**config.mk**
```make
export PLATFORM = sky130hd
export DESIGN_NAME = abr_sha3_digest_reader
export DESIGN_NICKNAME = d
export VERILOG_FILES = /design/src/rtl/abr_sha3_digest_reader.sv
export SDC_FILE = /design/constraint.sdc
export NUM_CORES = 1
export LEC_CHECK = 0
export CAP_MARGIN = 15
export CORE_AREA = 4 4 658 660
export DETAILED_ROUTE_END_ITERATION = 6
export DIE_AREA = 0 0 662 664
export GPL_ROUTABILITY_DRIVEN = 0
export PLACE_DENSITY_LB_ADDON = 0.05
export RECOVER_POWER = 100
export SETUP_SLACK_MARGIN = 0.3
export SKIP_LAST_GASP = 1
export SLEW_MARGIN = 0
export SYNTH_ARGS = -nofsm -noshare
export SYNTH_HDL_FRONTEND = slang
export SYNTH_SLANG_ARGS = --single-unit
export TNS_END_PERCENT = 5
```
**constraint.sdc**
```tcl
create_clock -name clk_i -period 3.04 [get_ports clk_i]
set_input_delay 0.608 -clock clk_i [delete_from_list [all_inputs] [get_ports clk_i]]
set_output_delay 0.608 -clock clk_i [all_outputs]
set_load 0.02 [all_outputs]
```
**src/rtl/abr_sha3_digest_reader.sv**
```systemverilog
// Streams the SHA3 Keccak digest as OutW-bit words over valid/ready, squeezing extra blocks itself.
// Optional feature macro: ABR_SHA3_DIGEST_MASKED_EN (two independent shares on state_i/data_o).
module abr_sha3_digest_reader #(
  parameter int unsigned StateW = 1600,
  parameter int unsigned OutW   = 64,
  parameter int unsigned LenW   = 16,
`ifdef ABR_SHA3_DIGEST_MASKED_EN
  localparam int unsigned Share = 2
`else
  localparam int unsigned Share = 1
`endif
) (
  input  logic                    clk_i,
  input  logic                    rst_b,
  input  logic                    zeroize,
  input  logic                    start_i,
  input  logic [LenW-1:0]         out_len_i,
  input  logic [4:0]              rate_words_i,
  input  logic                    state_valid_i,
  input  logic [StateW*Share-1:0] state_i,
  output logic                    state_hold_o,
  output logic                    run_o,
  output logic [OutW*Share-1:0]   data_o,
  output logic                    valid_o,
  input  logic                    ready_i,
  output logic                    done_o,
  output logic                    busy_o,
  output logic                    error_o
);

  localparam int unsigned IdxW = 5;

  typedef enum logic [2:0] {
    ST_IDLE       = 3'd0,
    ST_WAIT_STATE = 3'd1,
    ST_STREAM     = 3'd2,
    ST_WAIT_RUN   = 3'd3,
    ST_DONE       = 3'd4
  } state_e;

  state_e                state_q, state_d;
  logic [IdxW-1:0]       idx_q, idx_d;
  logic [IdxW-1:0]       rate_q, rate_d;
  logic [LenW-1:0]       rem_q, rem_d;
  logic                  seen_low_q, seen_low_d;
  logic                  run_d, err_d;
  logic [OutW*Share-1:0] data_d;

  function automatic logic rate_legal(input logic [4:0] r);
    return (r == 5'd9) || (r == 5'd13) || (r == 5'd17) || (r == 5'd18) || (r == 5'd21);
  endfunction

  // Next-state and control decode
  always_comb begin
    state_d    = state_q;
    idx_d      = idx_q;
    rate_d     = rate_q;
    rem_d      = rem_q;
    seen_low_d = seen_low_q;
    run_d      = 1'b0;
    err_d      = 1'b0;
    case (state_q)
      ST_IDLE: begin
        if (start_i) begin
          if (out_len_i == '0) begin
            state_d = ST_DONE;
          end else if (!rate_legal(rate_words_i)) begin
            err_d = 1'b1;
          end else begin
            rem_d   = out_len_i;
            rate_d  = rate_words_i;
            idx_d   = '0;
            state_d = ST_WAIT_STATE;
          end
        end
      end
      ST_WAIT_STATE: begin
        if (state_valid_i) state_d = ST_STREAM;
      end
      ST_STREAM: begin
        if (ready_i) begin
          rem_d = rem_q - LenW'(1);
          if (rem_q == LenW'(1)) begin
            state_d = ST_DONE;
          end else if (idx_q == rate_q - IdxW'(1)) begin
            idx_d      = '0;
            run_d      = 1'b1;
            seen_low_d = 1'b0;
            state_d    = ST_WAIT_RUN;
          end else begin
            idx_d = idx_q + IdxW'(1);
          end
        end
      end
      ST_WAIT_RUN: begin
        // The core must visibly drop state_valid before the next block counts as fresh.
        if (!state_valid_i) begin
          seen_low_d = 1'b1;
        end else if (seen_low_q) begin
          state_d = ST_STREAM;
        end
      end
      ST_DONE: begin
        state_d = ST_IDLE;
      end
      default: begin
        state_d = ST_IDLE;
        err_d   = 1'b1;
      end
    endcase
    if (start_i && (state_q != ST_IDLE)) err_d = 1'b1;
  end

  // Per-share word slice; each share is extracted on its own and zero outside Stream
  always_comb begin
    data_d = '0;
    if (state_d == ST_STREAM) begin
      for (int unsigned s = 0; s < Share; s++) begin
        data_d[s*OutW +: OutW] = state_i[s*StateW + OutW*32'(idx_d) +: OutW];
      end
    end
  end

  // State, counters and registered outputs
  always_ff @(posedge clk_i or negedge rst_b) begin
    if (!rst_b) begin
      state_q      <= ST_IDLE;
      idx_q        <= '0;
      rate_q       <= '0;
      rem_q        <= '0;
      seen_low_q   <= 1'b0;
      state_hold_o <= 1'b0;
      run_o        <= 1'b0;
      data_o       <= '0;
      valid_o      <= 1'b0;
      done_o       <= 1'b0;
      busy_o       <= 1'b0;
      error_o      <= 1'b0;
    end else if (zeroize) begin
      state_q      <= ST_IDLE;
      idx_q        <= '0;
      rate_q       <= '0;
      rem_q        <= '0;
      seen_low_q   <= 1'b0;
      state_hold_o <= 1'b0;
      run_o        <= 1'b0;
      data_o       <= '0;
      valid_o      <= 1'b0;
      done_o       <= 1'b0;
      busy_o       <= 1'b0;
      error_o      <= 1'b0;
    end else begin
      state_q      <= state_d;
      idx_q        <= idx_d;
      rate_q       <= rate_d;
      rem_q        <= rem_d;
      seen_low_q   <= seen_low_d;
      state_hold_o <= (state_d == ST_WAIT_STATE) || (state_d == ST_STREAM);
      run_o        <= run_d;
      data_o       <= data_d;
      valid_o      <= (state_d == ST_STREAM);
      done_o       <= (state_d == ST_DONE);
      busy_o       <= (state_d != ST_IDLE);
      error_o      <= err_d;
    end
  end

endmodule

```
==> results.cfg <==
[place]
port_buffers = 1696
dp_hpwl_um = 301000
dp_worst_setup_slack_ps = -2459

[floorplan]
core_area_um2 = 426700
start_util_pct = 4.362
io_pins = 1697
die_x_um = 662
die_area_um2 = 439600
die_h_um = 664
rows = 240

[cts]
clkSlewWorstSetupHoldPaths_ps = 130
numCtsBuffers = 13
clockRootBuffer = clkbuf_16
clk_latency_ps = 580
cts-htree-levels = 3
cts.path.max_buffers = 3
clkSinkCount = 100
cts_tree = built

[yosys]
syn-instance-count = 3095
synthArstFlopShare_pct = 100.0
ys_seq_elements = 100
yosysWarnings = 0
synth_seq_area_share_pct = 13.44
postSynthAreaPerCell_um2 = 6.014
ys_types = 66
synth-edff-count = 0
yosys_most_used_dff = dfrtp_1
syn-num-nets = 4726
synth_area_um2 = 18610
synth_top_area_share_pct = 21.09
synth_top_area_cell = nand2_1
synth.area.top_cells = nand2_1 21%, dfrtp_1 13%, a211oi_1 13%, nand3_1 10%, mux2i_1 7.0%

[worst_setup_path]
start_kind = flop
critPathMaxFanout = 8
cp.required_ps = 3530
critical_path_arrival_ps = 4280
endpoint_kind = flop
worst-setup-path-type = flop to flop

[routing]
wl_per_cell_um = 31.64
drc = 0
routed_via_density = 3.093
drtPass1Iterations = 5
wl_um = 347000
drtIter0Drc = 1674
vias = 33920
postRouteAntennaNets = 0

[grt]
use_met1_pct = 17.44
grt_pass1_vias = 36110
antenna_found_initial = 355
grt_pass1_wl_um = 427200
grtUsageMet2_pct = 27.83
use_met3_pct = 4.775
grt_start_max_net_pins = 51
grt-busiest-layer = met2
grt-ovfl-total = 0
track_usage_pct = 15.07

[timing]
grt_setup_unrepaired = true
hold_viol = 0
hold_slack_ps = 605.8
final-max-slew-violation-count = 36
skew_ps = 49.38
max-slew-margin-rel_pct = -33.27
period_share_pct = 124.5
setup_viol = 64
tightest_slew_ps = 1999
layout_setup_ws_ps = -745.9
min_period_ps = 3786
max_freq_mhz = 264.1

[run]
cap_viol_max_count = 1

[outcome]
violations = max-capacitance violations, max-slew violations, negative setup slack
status = finished, violations left

[finish]
drive_gt1_share_pct = 17.83
fin_util_pct = 11.84
nNetsFinal = 6833
areaGrowthSynthToFinish_pct = 171.4

[power]
p_per_area_nw_per_um2 = 145.6
power.static_leakage_nw = 19.03
ir_drop_v = 0.0002776

[min_path]
hold_path.class = flop to flop
## synthesized netlist by cell type, types with 2 or more instances
library cell / n
or3_1: 4
o311a_1: 2
nand2_1: 1046
mux2i_1: 130
a22o_1: 63
inv_1: 10
nand4_1: 3
or4_1: 65
nor3_1: 14
a22oi_1: 2
a21o_1: 3
nor3_2: 4
and2_1: 51
buf_2: 80
buf_1: 20
and2_0: 77
xor2_1: 2
nor3b_1: 2
a211oi_1: 316
a2bb2oi_1: 2
buf_6: 3
nor2b_1: 2
nor4_1: 14
buf_4: 10
ha_1: 4
nor2_1: 47
and3_1: 131
dfrtp_1: 100
nand3b_1: 4
clkbuf_1: 200
o21ai_0: 34
nand3_1: 390
xnor2_1: 5
a21oi_1: 92
nor4b_1: 2
a31oi_1: 130
nand4bb_1: 2
## path summary, 6_finish.rpt
path                       startpoint  cells past startpoint         end  slack, ps
min in group asynchronous       rst_b                      2      busy_o       1080
min                        seen_low_q                      2  seen_low_q        610
max reg2reg                 rem_q[13]                     13  data_o[14]       -750
max in group asynchronous       rst_b                      3  data_o[19]        100
min reg2reg                seen_low_q                      2  seen_low_q        610
max                         rem_q[13]                     13  data_o[14]       -750
## cells in the final DEF, fill, tap and decap left out, drive strengths merged, types with 3 or more instances in the layout
cell,netlist,layout
o21ai,36,36
and3,131,131
and2,128,128
inv,10,10
a21o,3,3
a21oi,92,92
nand4,4,4
or3,4,4
nor4,15,15
nand3,390,390
clkbuf,200,25
a22o,63,63
xnor2,5,5
nand3b,4,4
clkdlybuf4s50,0,1675
nor3b,3,3
a2bb2oi,3,3
bufbuf,0,10
diode,0,77
nor3,18,18
ha,4,4
nor2,47,47
dlygate4sd2,0,20
mux2i,130,130
a211oi,318,318
a31oi,130,130
dfrtp,100,100
or4,65,65
nor4b,3,3
buf,113,688
nand2,1046,1046
## metrics by stage
step	total power, mW	setup TNS [ps]	area (um^2)	cells
after floorplan	2.171	-5908	18730	3095
after global placement	5.517	-146150	47540	10800
after detailed placement	5.486	-139420	47550	10800
after CTS	7.678	-45940	49590	10870
after global routing	7.856	-60550	50370	10910
final	7.357	-42640	50520	10970
## where the power goes
part / leakage (nW) / internal (mW) / switching (mW)
Clock: 0.166 / 0.789 / 1.07
Sequential: 1.38 / 1.37 / 0.0313
Combinational: 17.5 / 2.52 / 1.58
## layer usage
| layer | share of wire [%] | wire [um] |
|---|---|---|
| met1 | 40 | 139200 |
| met2 | 51 | 176900 |
| met3 | 7.4 | 25680 |
| met4 | 1.2 | 4004 |
| met5 | 0.34 | 1196 |
## layout make-up
class / instances / area [um^2]
timing repair buffer: 2405 / 24280
inverter: 10 / 37.54
fill: 49640 / 376200
antenna: 77 / 192.7
tap: 5687 / 7116
clock inverter: 3 / 20.02
multi-input combinational: 2672 / 16050
sequential: 100 / 2502
clock buffer: 14 / 329.1
## state kept, by name, indices dropped and copies added (netlist names), 3 cells and up
register  cells
rate_q        5
rem_q        16
state_q       3
data_o       64
idx_q         5
## worst max-delay path, cell delays in order (launching register included)
cell and delay (ps):
dfrtp_1 450, nor4_4 390, nand4_4 190, buf_6 180, a21oi_1 350, a221o_4 270, buf_16 170, buf_6 180
buf_4 190, nand2_1 80, and3_1 180, a31oi_1 580, a22o_1 340, or4_1 130
## cell families after synthesis
kind of cell / count (synthesis) / share of synthesized area [%]
xor gates and xnor gates: 7 / 0.3294
buffers and inverters: 323 / 7.374
and+or+nand+nor: 1867 / 46.25
adders and majority gates: 4 / 0.2689
DFF: 100 / 13.44
AOI/OAI and AO/OA: 663 / 25.22
muxes: 131 / 7.112
## timing repair
| action | in CTS | in global routing |
|---|---|---|
| gates cloned | 14 | 3 |
| hold buffers | 1 | 0 |
| setup buffers | 36 | 17 |
| setup endpoints to repair | 90 | 70 |
| hold endpoints to repair | 3 | 0 |
| gates resized for setup | 190 | 115 |
| pin swaps | 27 | 32 |
(Power assumes the default switching activity.)
